===== src/rtl/ss_pkg.sv =====
// Shared types and header layout for the save-state sequencer.
// Width codes select the element width: 0=8b, 1=16b, 2=32b, 3=64b.
package ss_pkg;

    typedef enum logic [2:0] {
        ST_IDLE,
        ST_QUERY,
        ST_HDR,
        ST_ACCESS,
        ST_MEM,
        ST_NEXT,
        ST_DONE,
        ST_ERROR
    } ss_state_e;

    localparam int HDR_SIZE_LSB  = 0;
    localparam int HDR_SLOT_LSB  = 32;
    localparam int HDR_WIDTH_LSB = 40;

    localparam logic [1:0] WIDTH_8  = 2'd0;
    localparam logic [1:0] WIDTH_16 = 2'd1;
    localparam logic [1:0] WIDTH_32 = 2'd2;
    localparam logic [1:0] WIDTH_64 = 2'd3;

    function automatic logic [63:0] make_header(input logic [1:0] width,
                                                input logic [7:0] slot,
                                                input logic [31:0] size);
        logic [63:0] h;
        h = '0;
        h[HDR_SIZE_LSB  +: 32] = size;
        h[HDR_SLOT_LSB  +: 8]  = slot;
        h[HDR_WIDTH_LSB +: 2]  = width;
        return h;
    endfunction

    function automatic logic [63:0] zext_element(input logic [63:0] raw,
                                                 input logic [1:0] width);
        logic [63:0] r;
        r = raw;
        case (width)
            WIDTH_8:  r = {56'd0, raw[7:0]};
            WIDTH_16: r = {48'd0, raw[15:0]};
            WIDTH_32: r = {32'd0, raw[31:0]};
            WIDTH_64: r = raw;
            default:  r = raw;
        endcase
        return r;
    endfunction

endpackage


===== src/rtl/ss_timeout_counter.sv =====
// Wait-cycle counter for slave accesses; expired_o asserts in the
// TIMEOUT-th consecutive waiting cycle after a load.
module ss_timeout_counter #(
    parameter int TIMEOUT = 255
) (
    input  logic clk,
    input  logic reset_n,
    input  logic load_i,
    input  logic tick_i,
    output logic expired_o
);

    localparam int CW = $clog2(TIMEOUT + 1);

    logic [CW-1:0] cnt_q, cnt_d;

    assign expired_o = (cnt_q >= CW'(TIMEOUT - 1));

    always_comb begin
        cnt_d = cnt_q;
        if (load_i) begin
            cnt_d = '0;
        end else if (tick_i && !expired_o) begin
            cnt_d = cnt_q + 1'b1;
        end
    end

    always_ff @(posedge clk or negedge reset_n) begin
        if (!reset_n) begin
            cnt_q <= '0;
        end else begin
            cnt_q <= cnt_d;
        end
    end

endmodule


===== src/rtl/save_state_sequencer.sv =====
// Walks every ssbus slot, streaming its state into (save) or out of (load)
// a linear memory image of one header word plus one word per element.
module save_state_sequencer
    import ss_pkg::*;
#(
    parameter int          NUM_SLOTS = 16,
    parameter int          TIMEOUT   = 255,
    parameter logic [31:0] MEM_BASE  = 32'h0
) (
    input  logic        clk,
    input  logic        reset_n,
    input  logic        start_save,
    input  logic        start_load,
    output logic        busy,
    output logic        done,
    output logic        error,
    output logic [7:0]  ssbus_sel_o,
    output logic [31:0] ssbus_addr_o,
    output logic [63:0] ssbus_wdata_o,
    output logic        ssbus_read_o,
    output logic        ssbus_write_o,
    output logic        ssbus_query_o,
    input  logic        ssbus_ack_i,
    input  logic [63:0] ssbus_rdata_i,
    input  logic [31:0] ssbus_size_i,
    input  logic [1:0]  ssbus_width_i,
    output logic [31:0] mem_addr,
    output logic [63:0] mem_wdata,
    output logic        mem_we,
    output logic        mem_req,
    input  logic        mem_ack,
    input  logic [63:0] mem_rdata
);

    ss_state_e   state_q, state_d;
    logic        save_q, save_d;
    logic        qphase_q, qphase_d;
    logic [7:0]  slot_q, slot_d;
    logic [31:0] size_q, size_d;
    logic [1:0]  width_q, width_d;
    logic [31:0] elem_q, elem_d;
    logic [28:0] widx_q, widx_d;
    logic [63:0] data_q, data_d;
    logic        mem_ack_q, mem_ack_d;

    logic mem_fire, ss_fire, last_elem, last_slot, hdr_ok;
    logic tmo_load, tmo_expired;

    assign mem_fire  = mem_req && mem_ack;
    assign ss_fire   = (ssbus_read_o || ssbus_write_o) && ssbus_ack_i;
    assign last_elem = (elem_q == size_q - 32'd1);
    assign last_slot = (slot_q == 8'(NUM_SLOTS - 1));
    assign hdr_ok    = (mem_rdata[HDR_SLOT_LSB +: 8] == slot_q) &&
                       (mem_rdata[HDR_SIZE_LSB +: 32] == size_q);
    assign tmo_load  = (state_d == ST_ACCESS) && (state_q != ST_ACCESS);

    ss_timeout_counter #(.TIMEOUT(TIMEOUT)) u_tmo (
        .clk       (clk),
        .reset_n   (reset_n),
        .load_i    (tmo_load),
        .tick_i    (state_q == ST_ACCESS),
        .expired_o (tmo_expired)
    );

    always_ff @(posedge clk or negedge reset_n) begin
        if (!reset_n) begin
            state_q <= ST_IDLE;
        end else begin
            state_q <= state_d;
        end
    end

    always_comb begin
        state_d = state_q;
        case (state_q)
            ST_IDLE:   if (start_save || start_load) state_d = ST_QUERY;
            ST_QUERY:  if (qphase_q) state_d = (ssbus_size_i == 32'd0) ? ST_NEXT : ST_HDR;
            ST_HDR: begin
                if (mem_fire) begin
                    if (save_q)       state_d = ST_ACCESS;
                    else if (!hdr_ok) state_d = ST_ERROR;
                    else              state_d = ST_MEM;
                end
            end
            ST_ACCESS: begin
                if (ss_fire)          state_d = (save_q || !last_elem) ? ST_MEM : ST_NEXT;
                else if (tmo_expired) state_d = ST_ERROR;
            end
            ST_MEM:    if (mem_fire) state_d = (save_q && last_elem) ? ST_NEXT : ST_ACCESS;
            ST_NEXT:   state_d = last_slot ? ST_DONE : ST_QUERY;
            ST_DONE:   state_d = ST_IDLE;
            ST_ERROR:  state_d = ST_IDLE;
            default:   state_d = ST_IDLE;
        endcase
    end

    // Outputs are decoded from registered state only, so reset clears them at once.
    always_comb begin
        busy          = (state_q != ST_IDLE);
        done          = (state_q == ST_DONE);
        error         = (state_q == ST_ERROR);
        ssbus_query_o = (state_q == ST_QUERY);
        ssbus_read_o  = (state_q == ST_ACCESS) && save_q;
        ssbus_write_o = (state_q == ST_ACCESS) && !save_q;
        ssbus_sel_o   = (state_q inside {ST_QUERY, ST_HDR, ST_ACCESS, ST_MEM}) ? slot_q : 8'd0;
        ssbus_addr_o  = (state_q == ST_ACCESS) ? elem_q : 32'd0;
        ssbus_wdata_o = ssbus_write_o ? data_q : 64'd0;
        mem_req       = (state_q inside {ST_HDR, ST_MEM}) && !mem_ack_q;
        mem_we        = mem_req && save_q;
        mem_addr      = mem_req ? (MEM_BASE + {widx_q, 3'b000}) : 32'd0;
        mem_wdata     = 64'd0;
        if (mem_we) begin
            mem_wdata = (state_q == ST_HDR) ? make_header(width_q, slot_q, size_q) : data_q;
        end
    end

    always_comb begin
        save_d    = save_q;
        qphase_d  = qphase_q;
        slot_d    = slot_q;
        size_d    = size_q;
        width_d   = width_q;
        elem_d    = elem_q;
        widx_d    = widx_q;
        data_d    = data_q;
        mem_ack_d = mem_fire;
        if (mem_fire) begin
            widx_d = widx_q + 29'd1;
        end
        case (state_q)
            ST_IDLE: begin
                if (start_save || start_load) begin
                    save_d   = start_save;
                    slot_d   = 8'd0;
                    widx_d   = 29'd0;
                    qphase_d = 1'b0;
                end
            end
            ST_QUERY: begin
                qphase_d = ~qphase_q;
                if (qphase_q) begin
                    size_d  = ssbus_size_i;
                    width_d = ssbus_width_i;
                    elem_d  = 32'd0;
                end
            end
            ST_ACCESS: begin
                if (ss_fire && save_q)                data_d = zext_element(ssbus_rdata_i, width_q);
                if (ss_fire && !save_q && !last_elem) elem_d = elem_q + 32'd1;
            end
            ST_MEM: begin
                if (mem_fire && !save_q)              data_d = mem_rdata;
                if (mem_fire && save_q && !last_elem) elem_d = elem_q + 32'd1;
            end
            ST_NEXT: begin
                qphase_d = 1'b0;
                if (!last_slot) slot_d = slot_q + 8'd1;
            end
            default: ;
        endcase
    end

    always_ff @(posedge clk or negedge reset_n) begin
        if (!reset_n) begin
            save_q    <= 1'b0;
            qphase_q  <= 1'b0;
            slot_q    <= 8'd0;
            size_q    <= 32'd0;
            width_q   <= 2'd0;
            elem_q    <= 32'd0;
            widx_q    <= 29'd0;
            data_q    <= 64'd0;
            mem_ack_q <= 1'b0;
        end else begin
            save_q    <= save_d;
            qphase_q  <= qphase_d;
            slot_q    <= slot_d;
            size_q    <= size_d;
            width_q   <= width_d;
            elem_q    <= elem_d;
            widx_q    <= widx_d;
            data_q    <= data_d;
            mem_ack_q <= mem_ack_d;
        end
    end

endmodule


===== config.mk =====
export PLATFORM = sky130hd
export DESIGN_NAME = save_state_sequencer
export DESIGN_NICKNAME = d
export VERILOG_FILES = /design/src/rtl/ss_pkg.sv /design/src/rtl/ss_timeout_counter.sv /design/src/rtl/save_state_sequencer.sv
export SDC_FILE = /design/constraint.sdc
export NUM_CORES = 1
export LEC_CHECK = 0
export BUFFER_PORTS_ARGS = -buffer_cell sky130_fd_sc_hd__buf_2
export CAP_MARGIN = 25
export CORE_ASPECT_RATIO = 0.9
export CORE_MARGIN = 2
export CORE_UTILIZATION = 57
export CTS_BUF_LIST = sky130_fd_sc_hd__clkbuf_16
export DETAILED_ROUTE_END_ITERATION = 7
export GPL_TIMING_DRIVEN = 0
export PLACE_DENSITY = 0.87
export SYNTH_ARGS = -nofsm -noshare
export SYNTH_HDL_FRONTEND = slang
export SYNTH_SLANG_ARGS = --single-unit

===== constraint.sdc =====
create_clock -name clk -period 7.08 [get_ports clk]
set_input_delay 0.354 -clock clk [delete_from_list [all_inputs] [get_ports clk]]
set_output_delay 0.354 -clock clk [all_outputs]
set_load 0.005 [all_outputs]

==> results, run 1 <==
- The flow ran to the end, and the final reports show no timing, DRC or antenna violations.
- The non-filler instance count after layout is ~2300.
- Clock tree synthesis selected as its root buffer the cell clkbuf_16.
- The area of the core is 0.0214 sq mm.
- Counting every sink on the clock net gives about 180.
- Entering global routing, the biggest net connects 113 pins.
- The count of final setup violators is 0.
- The capturing element type of the critical path is an output pin.
- The post-route fraction of the period consumed by the critical path is 61.8%.
- The clock network latency to the later pin of the worst-skew pair is 0.44 ns.
- The number of buffers inserted by post-CTS setup repair is 0.
- The fraction of the yosys area taken by sequential cells is 36.7%.
- After synthesis the cells add up to 0.0123 sq mm.
- The number of clock buffers added by TritonCTS is 17.
- The number of detailed-route iterations in the first pass is 7.
- The final setup slack of the worst path is ~2.7 ns.
- No sink is reached through more buffers than the 2 on the longest clock path.
- The number of warnings issued by yosys is 0.
- The worst setup path category is reg2out.
- In this run, synthesis inferred 0 flip-flops with an integrated enable.
- In this run the horizontal extent of the chip is between 150 and 200 um.
- The arrival time of data at the critical path endpoint is 4.02 ns.
- The sum of routed wire length over all layers is 49700 um.
- The number of buffers added on ports is 372.
- The worst-case IR drop observed on VDD is 0.000194 V.
- The element type at the critical path start is a flop.
- The initial utilization of the core area, before any placement, comes to roughly 58%.
- The minimum clock period is 4.38 ns.
- The number of flip-flops and latches in the synthesized netlist is 181.
- The setup TNS is 0 ns.
- The DRC marker count from the first detailed-route iteration is 2024.
- The actual slew at the worst max-slew pin is 1.05 ns.
- Cells with a size suffix above 1 make up 24.0% of the layout.
- The weighted congestion reported at the end of routability-driven placement is 0.994.
- The analysis attributes to cell leakage a power of 7.44 nW.
- The path depth of the worst reg2reg path is 10.
- Measured along the y axis, the die boundary spans approximately 140 um.
- The max capacitance violation total is 0.
- Compared with the post-synthesis result, the final layout area differs by 22.8%.
- Global routing finished with a remaining overflow of 0.
- The instance count after placement with tap cells included is ~2200.
- The count of cell types in the netlist is 68.
- Dividing total power by cell area gives a power density of 358 mW/mm^2.
- Using the TritonRoute via totals, the vias-per-cell ratio works out to 6.36.
- The critical-path maximum fanout is 10.
- The global-route wire length before repair is roughly 75000 um.
- The class of the most critical hold timing path is in2async.
- The timing-limited maximum frequency is 228 MHz.
- The clock arrives with 0.0143 ns of skew.
- The quantity of gates resized following cts is 0.
- The clock tree from TritonCTS is yes.
- The count of final hold-check violations is 0.
- In this run, post-CTS hold repair placed 0 buffers.
- The share of synthesized flip-flops with an asynchronous set or reset is 100%.
- The H-tree depth reported by CTS is 4.
- In this run the mean area of a mapped cell was ~8.0 sq um.
- Setup repair after global routing left no endpoint under its margin.
- In this run the remaining antenna-violating nets after routing total 0.
- The register clock-pin slew on the reported worst setup and hold paths is 0.08 ns.
- The worst pin sits at a relative slew slack of 29.7%.
- The initial antenna violation count came to 5.
- The number of max-slew violations in the final report is 0.
- The finished cells cover 0.0152 sq mm.
- The die covers 0.0229 sq mm.
- Detailed placement finished with a half-perimeter wire length of 37500 um.
- For this run, design rule violations remaining after detail routing come to 0.
- In the synthesized netlist the dominant register cell turns out to be dfrtp_1.
- The post-layout total power is 5.43 mW.
- In the final routed layout, each cell accounts on average for 22.1 um.
- After detailed placement, the total cell area comes to 0.0146 sq mm.
- After the last flow step, the layout net total stands at between 2000 and 2500.
- Detailed routing inserted a total of roughly 14000 vias.
- The end of the worst register-to-register path is elem_q[0]$_DFFE_PN0P_.
- At the placement stage, the worst setup path has a slack of 3.16 ns.
- The via count of the first global-routing pass is 13056.
- Across all register-to-register paths, the minimum setup slack is about 3.0 ns.
- The count of standard-cell rows is slightly above 50.
- The count of mapped cells out of synthesis is about 1600.
- Global routing consumed, over all layers together, between 40% and 50% of the routing resources.
- The core occupancy in the finished layout is a little over two thirds.
- For this design the top-level I/O count stands at roughly 380.
- At the worst endpoint, the required time is just under 7 ns.
- Hold timing on the final database bottoms out at a slack of 0.00188 ns.
- The worst register-to-register path begins at size_q[4]$_DFFE_PN0P_.
==> layout by cell type (no fill, tap or decap), drive strengths merged, types with 5 or more instances in the layout <==
cell type / netlist / layout
or3: 12 / 12
nand2b: 9 / 9
a211oi: 5 / 5
a21boi: 8 / 8
or2: 11 / 11
xor2: 80 / 80
nor4: 33 / 33
mux2: 37 / 37
buf: 19 / 392
o31ai: 14 / 14
o21ai: 21 / 21
nor4b: 5 / 5
inv: 17 / 21
and2: 62 / 62
nor2b: 5 / 5
nand2: 227 / 227
clkbuf: 121 / 138
xnor2: 39 / 39
a31oi: 72 / 72
a21oi: 60 / 60
a41oi: 9 / 9
ha: 6 / 6
a22o: 10 / 10
o21a: 6 / 6
nor2: 153 / 153
clkinv: 0 / 7
or4: 7 / 7
nor3: 26 / 26
nand4: 29 / 29
nand3: 98 / 98
dfrtp: 181 / 181
and3: 109 / 109
a221o: 8 / 8
==> registers in the layout, summed over array words and instances, names as in the netlist <==
register / count
u_tmo.cnt_q: 8
data_q: 64
qphase_q: 1
state_q: 3
widx_q: 29
slot_q: 8
width_q: 2
size_q: 32
mem_ack_q: 1
elem_q: 32
save_q: 1
==> final cells by class <==
type                            instances  area (sq um)
Antenna cell                            4          10.0
Clock inverter                         15           105
Tap cell                              291           364
Inverter                               17          63.8
Multi-Input combinational cell       1214          7200
Timing Repair Buffer                  373          1900
Buffer                                140           558
Clock buffer                           17           425
Sequential cell                       181          4530
Fill cell                            1790          6280
==> cell families (layout without fill, tap and decap cells) <==
| family | count (synthesis) | in the layout | synth area share [%] |
|---|---|---|---|
| adder cells (fa/ha/maj) | 6 | 6 | 0.608 |
| multiplexers | 41 | 41 | 3.70 |
| flip-flops | 181 | 181 | 36.7 |
| other | 1 | 7 | 0.0304 |
| XOR/XNOR | 120 | 120 | 8.62 |
| AO/OA/AOI/OAI | 242 | 242 | 12.9 |
| buffers and inverters | 157 | 562 | 5.04 |
| AND/OR/NAND/NOR | 802 | 802 | 32.4 |
==> cells in the mapped netlist, types with 4 or more instances <==
cell      instances  area (sq um)
nand2_1         227           852
dfrtp_1         181          4530
nor2_1          153           574
clkbuf_1        121           454
and3_1          109           682
nand3_1          98           490
xor2_1           80           701
a31oi_1          72           450
and2_1           62           388
a21oi_1          59           295
xnor2_1          39           342
mux2_2           37           417
nor4_1           32           200
nand4_1          29           181
nor3_1           25           125
o21ai_0          20           100
inv_1            17          63.8
o31ai_1          14           105
or3_1            12          75.1
a22o_1           10          87.6
or2_2            10          62.6
a41oi_1           9          78.8
nand2b_1          9          56.3
a21boi_0          8          60.1
a221o_1           8          80.1
buf_2             8          40.0
or4_1             7          52.6
buf_1             6          22.5
ha_1              6          75.1
o21a_1            6          45.0
a211oi_1          5          37.5
nor2b_1           5          31.3
buf_4             4          30.0
mux2i_1           4          40.0
nand4b_1          4          35.0
nor3b_1           4          30.0
nor4b_1           4          35.0
o22ai_1           4          25.0
==> how the worst max path moves through the flow <==
stage / start / endpoint / slack, ns / depth (start not counted)
2_1_floorplan: size_q[7]$_DFFE_PN0P_ / elem_q[0]$_DFFE_PN0P_ / 3.91 / 10
3_3_place_gp: reset_n / widx_q[11]$_DFF_PN0_ / 2.57 / 1
3_5_place_dp: size_q[0]$_DFFE_PN0P_ / elem_q[0]$_DFFE_PN0P_ / 3.16 / 12
4_1_cts: state_q[2]$_DFF_PN0_ / mem_wdata[18] / 2.86 / 9
5_1_grt: state_q[2]$_DFF_PN0_ / mem_wdata[62] / 2.62 / 10
6_report: state_q[2]$_DFF_PN0_ / mem_wdata[18] / 2.70 / 9
==> per-layer routing <==
metal	global-route usage (%)	wire, um	vias to the layer above
li1	-	-	6237
met1	56.0	19000	6752
met2	65.3	21800	1147
met3	11.7	6550	189
met4	18.4	2370	0
met5	0	0	-
==> worst max-delay path, stage by stage (launching register included) <==
cell and delay, ns:
dfrtp_1 0.38, clkbuf_1 0.33, nand2b_1 0.29, or2_2 0.28
clkbuf_1 0.31, a21oi_1 0.48, nand2_1 0.43, clkbuf_1 0.41
a21oi_1 0.47, buf_2 0.20
==> power breakdown <==
part | total (mW) | internal, mW | switching (mW)
registers | 1.69 | 1.37 | 0.315
logic | 2.83 | 0.970 | 1.86
clock network | 0.918 | 0.451 | 0.467
total | 5.43 | 2.79 | 2.64
(Power assumes the default switching activity.)
==> run 2, diff against run 1 <==
--- a/config.mk
+++ b/config.mk
@@ -5,15 +5,16 @@
 export SDC_FILE = /design/constraint.sdc
 export NUM_CORES = 1
 export LEC_CHECK = 0
+export ABC_AREA = 1
 export BUFFER_PORTS_ARGS = -buffer_cell sky130_fd_sc_hd__buf_2
 export CAP_MARGIN = 25
 export CORE_ASPECT_RATIO = 0.9
 export CORE_MARGIN = 2
-export CORE_UTILIZATION = 57
+export CORE_UTILIZATION = 48
 export CTS_BUF_LIST = sky130_fd_sc_hd__clkbuf_16
 export DETAILED_ROUTE_END_ITERATION = 7
 export GPL_TIMING_DRIVEN = 0
-export PLACE_DENSITY = 0.87
+export PLACE_DENSITY = 0.78
 export SYNTH_ARGS = -nofsm -noshare
 export SYNTH_HDL_FRONTEND = slang
 export SYNTH_SLANG_ARGS = --single-unit
==> constraint.sdc (replaced) <==
create_clock -name clk -period 3.9 [get_ports clk]
set_input_delay 0.195 -clock clk [delete_from_list [all_inputs] [get_ports clk]]
set_output_delay 0.195 -clock clk [all_outputs]
set_load 0.005 [all_outputs]
==> run 2 against run 1 <==
Utilization shrank 10 points; wire length rose by 0.64%; hold slack better by 0.0047 ns; clock power increased by 92%; clock skew is 0.0044 ns higher; largest cell class unchanged; highest routed layer is now met5.
==> results, run 2 <==
- The run finished with clean final reports.
- The layout cell share with drive strength beyond 1 is 20.8%.
- The internal power is 5.15 mW.
- The die covers 0.0283 sq mm.
- The count of antenna-violating nets left after detailed routing is 0.
- Counting flops per register, the top entry is data_q.
- The count of final setup violators is 0.
- Row generation in the floorplan step produced 57 rows.
- The most common cell after layout, fill and taps aside is nand2_1.
- In this run the power density over the cells is 634 mW/mm^2.
- The portion of total power attributed to the clock network is 17.1%.
- The core occupancy in the finished layout is 60.6%.
- The number of warnings issued by yosys is 0.
- The buffer levels on the longest clock path is 2.
- The tree is rooted in a clkbuf_16.
- Data arrives at the worst endpoint at 3.16 ns.
- The quantity of gates resized following cts is 0.
- STA puts the critical path data required time at 3.70 ns.
- The remaining routing DRC violations is 0.
- The clock reaches the later pin of the worst-skew pair after 0.45 ns.
- The most common cell in the synthesized netlist is nand2_1.
- The final setup slack of the worst path is ~0.54 ns.
- The final HPWL from detailed placement is 39000 um.
- The leftover overflow at the end of global routing is 0.
- The area growth from synthesis to layout is 25.2%.
- The final instance area is around 0.016 sq mm.
- The leakage power total is between 8 and 9 nW.
- The top cell type's share of synthesized area is 35.0%.
- For this design, the CTS-stage hold fixing added 32 buffers.
- In this run the cell area measured after placement is 0.0153 sq mm.
- Buffers placed on the I/O ports in this run total 372.
- The initial core utilization is between 40% and 50%.
- The clock sink count is around 180.
- For this block, the initial DRC count from the detailed router was 1407.
- The die height is 160 um.
- The number of top-level pins is 376.
- Entering global routing, the biggest net connects 102 pins.
- Ranked by total cell area, the synthesized netlist is headed by dfrtp_1 35%, nand2_1 15%, nor2_1 9.5%.
- The flip-flop count of the largest register, all copies and words added is 64.
- The core region is 0.0267 sq mm.
- Measured against its own limit, the worst slew margin works out to 40.0%.
- After technology mapping, the gate count stands at 1984.
- Summed over all nets, the switching power comes to just over 5 mW.
- The average detailed-routed wire length per instance is around 18 um.
- The number of flip-flops and latches in the synthesized netlist is 181.
- The share of synthesized flip-flops with an asynchronous set or reset is 100%.
- The average vias per placed instance is approximately 5.4.
- The post-layout total power is 10.3 mW.
- The congestion estimate from routability-driven global placement came to 1.01.
- The via count of the first global-routing pass was 14197.
- The number of buffers inserted by post-CTS setup repair is 0.
- The tool flagged a number of max-cap violations equal to 0.
- dfrtp_1 takes more of the synthesized area than any other cell.
- Summing every instance area after synthesis gives 0.0129 sq mm.
- The class of the most critical hold timing path is in2reg.
- The net total in the final layout is between 2000 and 3000.
- The minimum clock period is between 3 and 4 ns.
- Across all layers, the routed design uses 14990 vias.
- TritonCTS built the clock tree.
- The critical-path maximum fanout is 10.
- The post-route fraction of the period consumed by the critical path is 86.1%.
- The setup TNS is 0 ns.
- The tightest hold path in the finished design has a slack of between 0.006 and 0.007 ns.
- The combinational fraction of design power is 53.4%.
- Excluding fillers, the count of instances in the completed layout stands at around 2800.
- TritonCTS created 17 clock buffers.
- The pre-CTS worst setup slack is roughly 0.75 ns.
- The capturing element type of the critical path is an output pin.
- The net switching share of the total power is between 40% and 50%.
- The initial antenna violation count is 7.
- The H-tree depth reported by CTS is 4.
- Setup repair after global routing left no endpoint under its margin.
- The most used flip-flop cell after synthesis is dfrtp_1.
- In the final layout, the registers with the most flip-flops are data_q x64, elem_q x32, size_q x32.
- In the layout the commonest cells are 507 x nand2_1, 394 x buf_2, 329 x nor2_1.
- The worst setup path category is reg2out.
- The portion of total power attributed to sequential cells is between 20% and 30%.
- Across the VDD grid, the largest voltage drop is 0.000304 V.
- The global-route wire length before repair is 76400 um.
- The register clock-pin slew on the reported worst setup and hold paths is 0.09 ns.
- The number of detailed-route iterations in the first pass is 8.
- The fraction of the yosys area taken by sequential cells is 35.0%.
- The element type at the critical path start is a flop.
- Counting distinct cell types in the post-synthesis netlist gives 48.
- The die is 177 um wide.
- The timing-limited maximum frequency is 298 MHz.
- Sorting the synthesized cells by how often they occur yields 507 x nand2_1, 329 x nor2_1, 239 x inv_1, 181 x dfrtp_1, 126 x nand3_1.
- The average instance area after synthesis is ~6.5 sq um.
- Including well taps, the total number of placed cells is 2713.
- The sum of routed wire length over all layers is 50000 um.
- The overall fraction of global-route tracks in use is about a third.
- The number of max-slew violations in the final report is 0.
- For the pin with the worst max-slew slack, the measured transition is 0.900 ns.
- The count of final hold-check violations is 0.
- The number of enable flip-flop cells after synthesis is 0.
- The clock skew is 0.0187 ns.
run 2: cell types whose count changed in the layout (fill, tap and decap cells not counted), sizes merged, moves of 49 or more:
| cell | delta |
|---|---|
| and3 | -106 |
| and2 | -59 |
| o21ai | +60 |
| nand2 | +290 |
| clkbuf | -49 |
| nor2 | +195 |
| inv | +231 |
run 2: path summary, 6_finish.rpt:
check	from	end	slack, ns	depth (start not counted)
max in group asynchronous	reset_n	size_q[11]$_DFFE_PN0P_	2.58	3
min in group asynchronous	reset_n	widx_q[26]$_DFF_PN0_	0.38	2
worst max-delay path	state_q[2]$_DFF_PN0_	ssbus_wdata_o[23]	0.54	8
worst min-delay path	mem_rdata[42]	data_q[42]$_DFFE_PN0P_	0.007	3
worst min register to register	u_tmo.cnt_q[6]$_DFFE_PN0P_	u_tmo.cnt_q[6]$_DFFE_PN0P_	0.52	2
worst max register to register	size_q[0]$_DFFE_PN0P_	elem_q[6]$_DFFE_PN0P_	0.76	16
run 2: critical path: stages (launching register included):
cell      delay (ns)
dfrtp_1         0.56
nor3_4          0.13
inv_2           0.29
nor2_1          0.10
inv_1           0.10
clkbuf_1        0.68
clkbuf_1        0.50
nor2_1          0.18
buf_2           0.17
run 2: cells by family after synthesis:
kind of cell	Yosys count	synth area share, %
flops	181	35.0
other cells	1	0.0290
simple gates	1133	37.8
fa+ha+maj	6	0.580
buf+inv	358	11.2
compound gates	221	9.74
xor+xnor	84	5.68
run 2: metal layers:
metal	routed length [um]	global-route usage, %
met5	23	0
met1	20500	45.4
met3	4470	6.45
met2	22800	56.1
met4	2220	15.0
run 2: layout make-up:
class,count,area (sq um)
Antenna cell,4,10.0
Inverter,249,935
Multi-Input combinational cell,1447,6980
Clock inverter,15,160
Clock buffer,17,425
Buffer,109,513
Tap cell,354,443
Fill cell,2641,10500
Timing Repair Buffer,405,2220
Sequential cell,181,4530
run 2: power by group through the flow:
| stage | logic [mW] | clock network, mW | registers, mW |
|---|---|---|---|
| 6_report | 5.49 | 1.76 | 3.03 |
| 5_1_grt | 6.07 | 1.84 | 3.10 |
| 4_1_cts | 5.41 | 1.77 | 3.01 |
| 3_5_place_dp | 5.35 | 0 | 3.04 |
| 3_3_place_gp | 5.24 | 0 | 3.02 |
| 2_1_floorplan | 3.70 | 0 | 2.87 |
==> run 3, diff against run 2 <==
--- a/config.mk
+++ b/config.mk
@@ -17,4 +17,5 @@
 export PLACE_DENSITY = 0.78
 export SYNTH_ARGS = -nofsm -noshare
 export SYNTH_HDL_FRONTEND = slang
+export SYNTH_HIERARCHICAL = 1
 export SYNTH_SLANG_ARGS = --single-unit
==> run 3 against run 2 <==
Via count rose by 2.6%; die area is 0.82% higher; combinational power grew 4.7%; global-route usage grew 2.3 points; wire length grew 7.5%.
==> results, run 3 <==
- The run finished with clean final reports.
- The top cell type's share of synthesized area is between 30% and 40%.
- Dividing the detail-routed via count by the number of cells gives 5.49.
- The capturing element type of the critical path is an output pin.
- In this run, distinct cell masters in the synthesized netlist total 45.
- The flip-flop count of the largest register, all copies and words added is 64.
- Tracing the worst setup path back leads to its startpoint at state_q[2]$_DFF_PN0_.
- After synthesis, the most frequently instantiated cells are 514 x nand2_1, 337 x nor2_1, 233 x inv_1, 181 x dfrtp_1, 118 x nand3_1.
- The fraction of the yosys area taken by sequential cells is 34.7%.
- The pin count of the biggest net entering global routing is ~110.
- The congestion estimate from routability-driven global placement came to 1.01.
- For this run, the post-layout net count is 2604.
- The worst slew margin relative to its limit is a little under half.
- Summing all multi-input logic gate instances after layout gives 0.00706 sq mm.
- Averaged over all synthesized cells, the footprint is 6.48 sq um.
- The via count of the first global-routing pass is 14062.
- The number of flip-flops and latches in the synthesized netlist is 181.
- The end of the worst register-to-register path is u_tmo/cnt_q[3]$_DFFE_PN0P_.
- The total area inside the core boundary comes to between 0.02 and 0.03 sq mm.
- Timing would allow up to 287 MHz.
- The share of synthesized flip-flops with an asynchronous set or reset is 100%.
- The count of final setup violators is 0.
- Yosys mapped a number of flops with a built-in enable equal to 0.
- For this block, the routed nets add up to 53800 um of wire.
- Summed over all nets, the half-perimeter wirelength after detailed placement is 42200 um.
- The TritonCTS buffer count is 17.
- Across every metal layer, demand over resource in global routing totals 36.9%.
- The count of final hold-check violations was 0.
- The total die area is around 0.029 sq mm.
- The largest individual stage delay along the critical path comes from the cell clkbuf_1.
- The worst path buffer plus inverter count is 5.
- The critical path runs through a total of 8 cells.
- Counting along the longest clock path gives a buffer depth of 2.
- The worst setup path category is reg2out.
- The power density of the placed cells is about 650 mW/mm^2.
- The worst setup path is launched from a flop.
- Ranked by total cell area, the synthesized netlist is headed by dfrtp_1 35%, nand2_1 15%, nor2_1 9.7%.
- The critical-path maximum fanout is 10.
- After clock tree synthesis, the setup repair step added 0 buffers.
- The tree built by TritonCTS fans out to 181 sinks.
- The initial antenna violation count is 7.
- The filler cell count is 2663.
- Walking the worst path, the cells encountered are inv_1 -> nand3_2 -> inv_1 -> clkbuf_1 -> clkbuf_1 -> nand2_1 -> a21oi_1 -> buf_2.
- In this run the worst hold path is classified as in2reg.
- Of the cells placed in the final design, the portion with a size suffix greater than 1 is 20.1%.
- The worst path in the final design needs a cycle of 3.49 ns, including I/O delays and setup.
- The maximum single-stage delay on the critical path is 0.54 ns.
- The setup slack on the worst flop-to-flop path is roughly 0.52 ns.
- The actual slew at the worst max-slew pin is 0.795 ns.
- The most numerous cell in the Yosys netlist is nand2_1.
- Synthesis handed over a netlist of 2015 instances.
- The die is 160 um tall.
- The die is 178 um wide.
- The critical path ends at mem_wdata[41].
- At the worst endpoint, the required time is roughly 3.7 ns.
- The via count of the routed design is 15380.
- The largest delay contributor family on the critical path is buffers and inverters.
- In the final layout, flip-flops and latches occupy 0.00453 sq mm.
- For this design the static power due to leakage is 8.25 nW.
- The growth of design area from synthesis to finish is 24.1%.
- The post-route fraction of the period consumed by the critical path is 89.4%.
- The synthesized cell area is 0.0131 sq mm.
- The peak supply drop is about 0.0003 V.
- Cells fill 60.3% of the core in the end.
- Setup repair after global routing left no endpoint under its margin.
- The path depth of the worst reg2reg path is 18.
- Setup total negative slack on the finished layout was measured at 0 ns.
- After global routing the overflow that remains totals 0.
- The floorplan has 57 rows.
- At the worst endpoint, the arrival time is approximately 3.3 ns.
- The first detailed-routing pass took 7 iterations.
- The design draws 10.6 mW.
- The detail route stage leaves a number of antenna-violating nets equal to 0.
- On the final layout, the worst clock skew is about 0.016 ns.
- The number of warnings issued by yosys is 6.
- The H-tree depth reported by CTS is 4.
- The clock root buffer is clkbuf_16.
- Ranked by flip-flop count, first place goes to data_q.
- The global-route wire length before repair is 80600 um.
- In this run, the number of DRC markers left after iteration 0 of detailed routing was 1620.
- The most used flip-flop cell after synthesis is dfrtp_1.
- The most common cell after layout, fill and taps aside is nand2_1.
- The startpoint of the lowest-slack register-to-register path is size_q[0]$_DFFE_PN0P_.
- In the routed design, unresolved DRC markers number 0.
- The top cell types in the final layout, fill and taps aside, are 514 x nand2_1, 394 x buf_2, 337 x nor2_1.
- Clock-pin slew was measured on the worst setup and hold paths at 0.08 ns.
- The largest area contributor in the synthesized netlist is dfrtp_1.
- The number of max-slew violations in the final report is 0.
- The number of buffers added on ports is around 370.
- The max capacitance violation total is 0.
- The clock tree from TritonCTS is yes.
- In the final layout, the registers with the most flip-flops are data_q x64, elem_q x32, size_q x32.
- The clock network latency to the later pin of the worst-skew pair is 0.45 ns.
- The average detailed-routed wire length per instance is around 19 um.
- 376 I/O pins were placed.
- The initial core utilization is roughly half.
## run 3: kinds of logic after synthesis
family                     count (synthesis)  share of synthesized area (%)
other                                      1                         0.0287
and+or+nand+nor                         1158                           38.2
DFF                                      181                           34.7
xor gates and xnor gates                  97                           6.61
adders and majority gates                  6                          0.575
buffers and inverters                    369                           11.3
AOI/OAI and AO/OA                        203                           8.64
## run 3: worst min path at each step
stage | start | to | slack [ns] | cells after the start
finish | mem_rdata[44] | data_q[44]$_DFFE_PN0P_ | 0.005 | 3
global route | mem_rdata[46] | data_q[46]$_DFFE_PN0P_ | 0.005 | 3
CTS | mem_rdata[46] | data_q[46]$_DFFE_PN0P_ | 0.002 | 3
detailed placement | reset_n | data_q[19]$_DFFE_PN0P_ | 0.20 | 1
global placement | ssbus_width_i[0] | width_q[0]$_DFFE_PN0P_ | 0.40 | 3
floorplan | reset_n | data_q[0]$_DFFE_PN0P_ | -0.10 | 0
## run 3: layer usage
layer	wire [um]	share of wire (%)	global-route usage, %
met2	24700	46	59.2
met3	4890	9.1	6.72
met5	13	0.024	0
met1	22400	42	49.5
met4	1760	3.3	14.4
## run 3: worst reg2reg max path, cell delays in order (launching register included)
cell and delay, ns:
dfrtp_1 0.46, inv_2 0.11, ha_1 0.26, nand2_2 0.12, nor2_4 0.21, nand2_2 0.13, xor2_1 0.16, nor2_1 0.14
nand3_1 0.13, nor2_1 0.22, nand4_1 0.14, nand2_1 0.08, nand2_1 0.05, nand2_1 0.07, nand2_1 0.06, nor2_1 0.34
clkinv_1 0.36, nand3_1 0.18, nand2_1 0.06
## run 3: timing repair
action | in CTS | in global routing
endpoints found under the hold margin | 91 | 0
hold buffers | 21 | 0
resized for setup | 0 | 0
## run 3: cell type report
class / count / share of cell area [%]
clock buffers: 17 / 2.63
well taps: 354 / 2.73
repair buffers: 394 / 13.0
diodes: 6 / 0.0927
multi-input cells: 1467 / 43.6
clock inverters: 14 / 0.934
flip-flops and latches: 181 / 27.9
plain buffers: 121 / 3.35
inverters: 248 / 5.74
## run 3: stage by stage
step	instance area [sq um]	worst slack (ns)	instances	hold WS [ns]
6_report	16200	0.412	2802	0.00504
5_1_grt	16200	0.198	2802	0.00471
4_1_cts	16200	0.481	2796	0.00223
3_5_place_dp	15400	0.527	2744	0.197
3_3_place_gp	15400	-0.511	2743	0.399
2_1_floorplan	13100	1.33	2017	-0.101
## run 3: where the power goes
group	switching [mW]	leakage, nW	internal (mW)	total [mW]
Sequential	0.557	2.31	2.51	3.06
Clock	0.841	0.274	0.948	1.79
Combinational	3.90	5.67	1.85	5.75
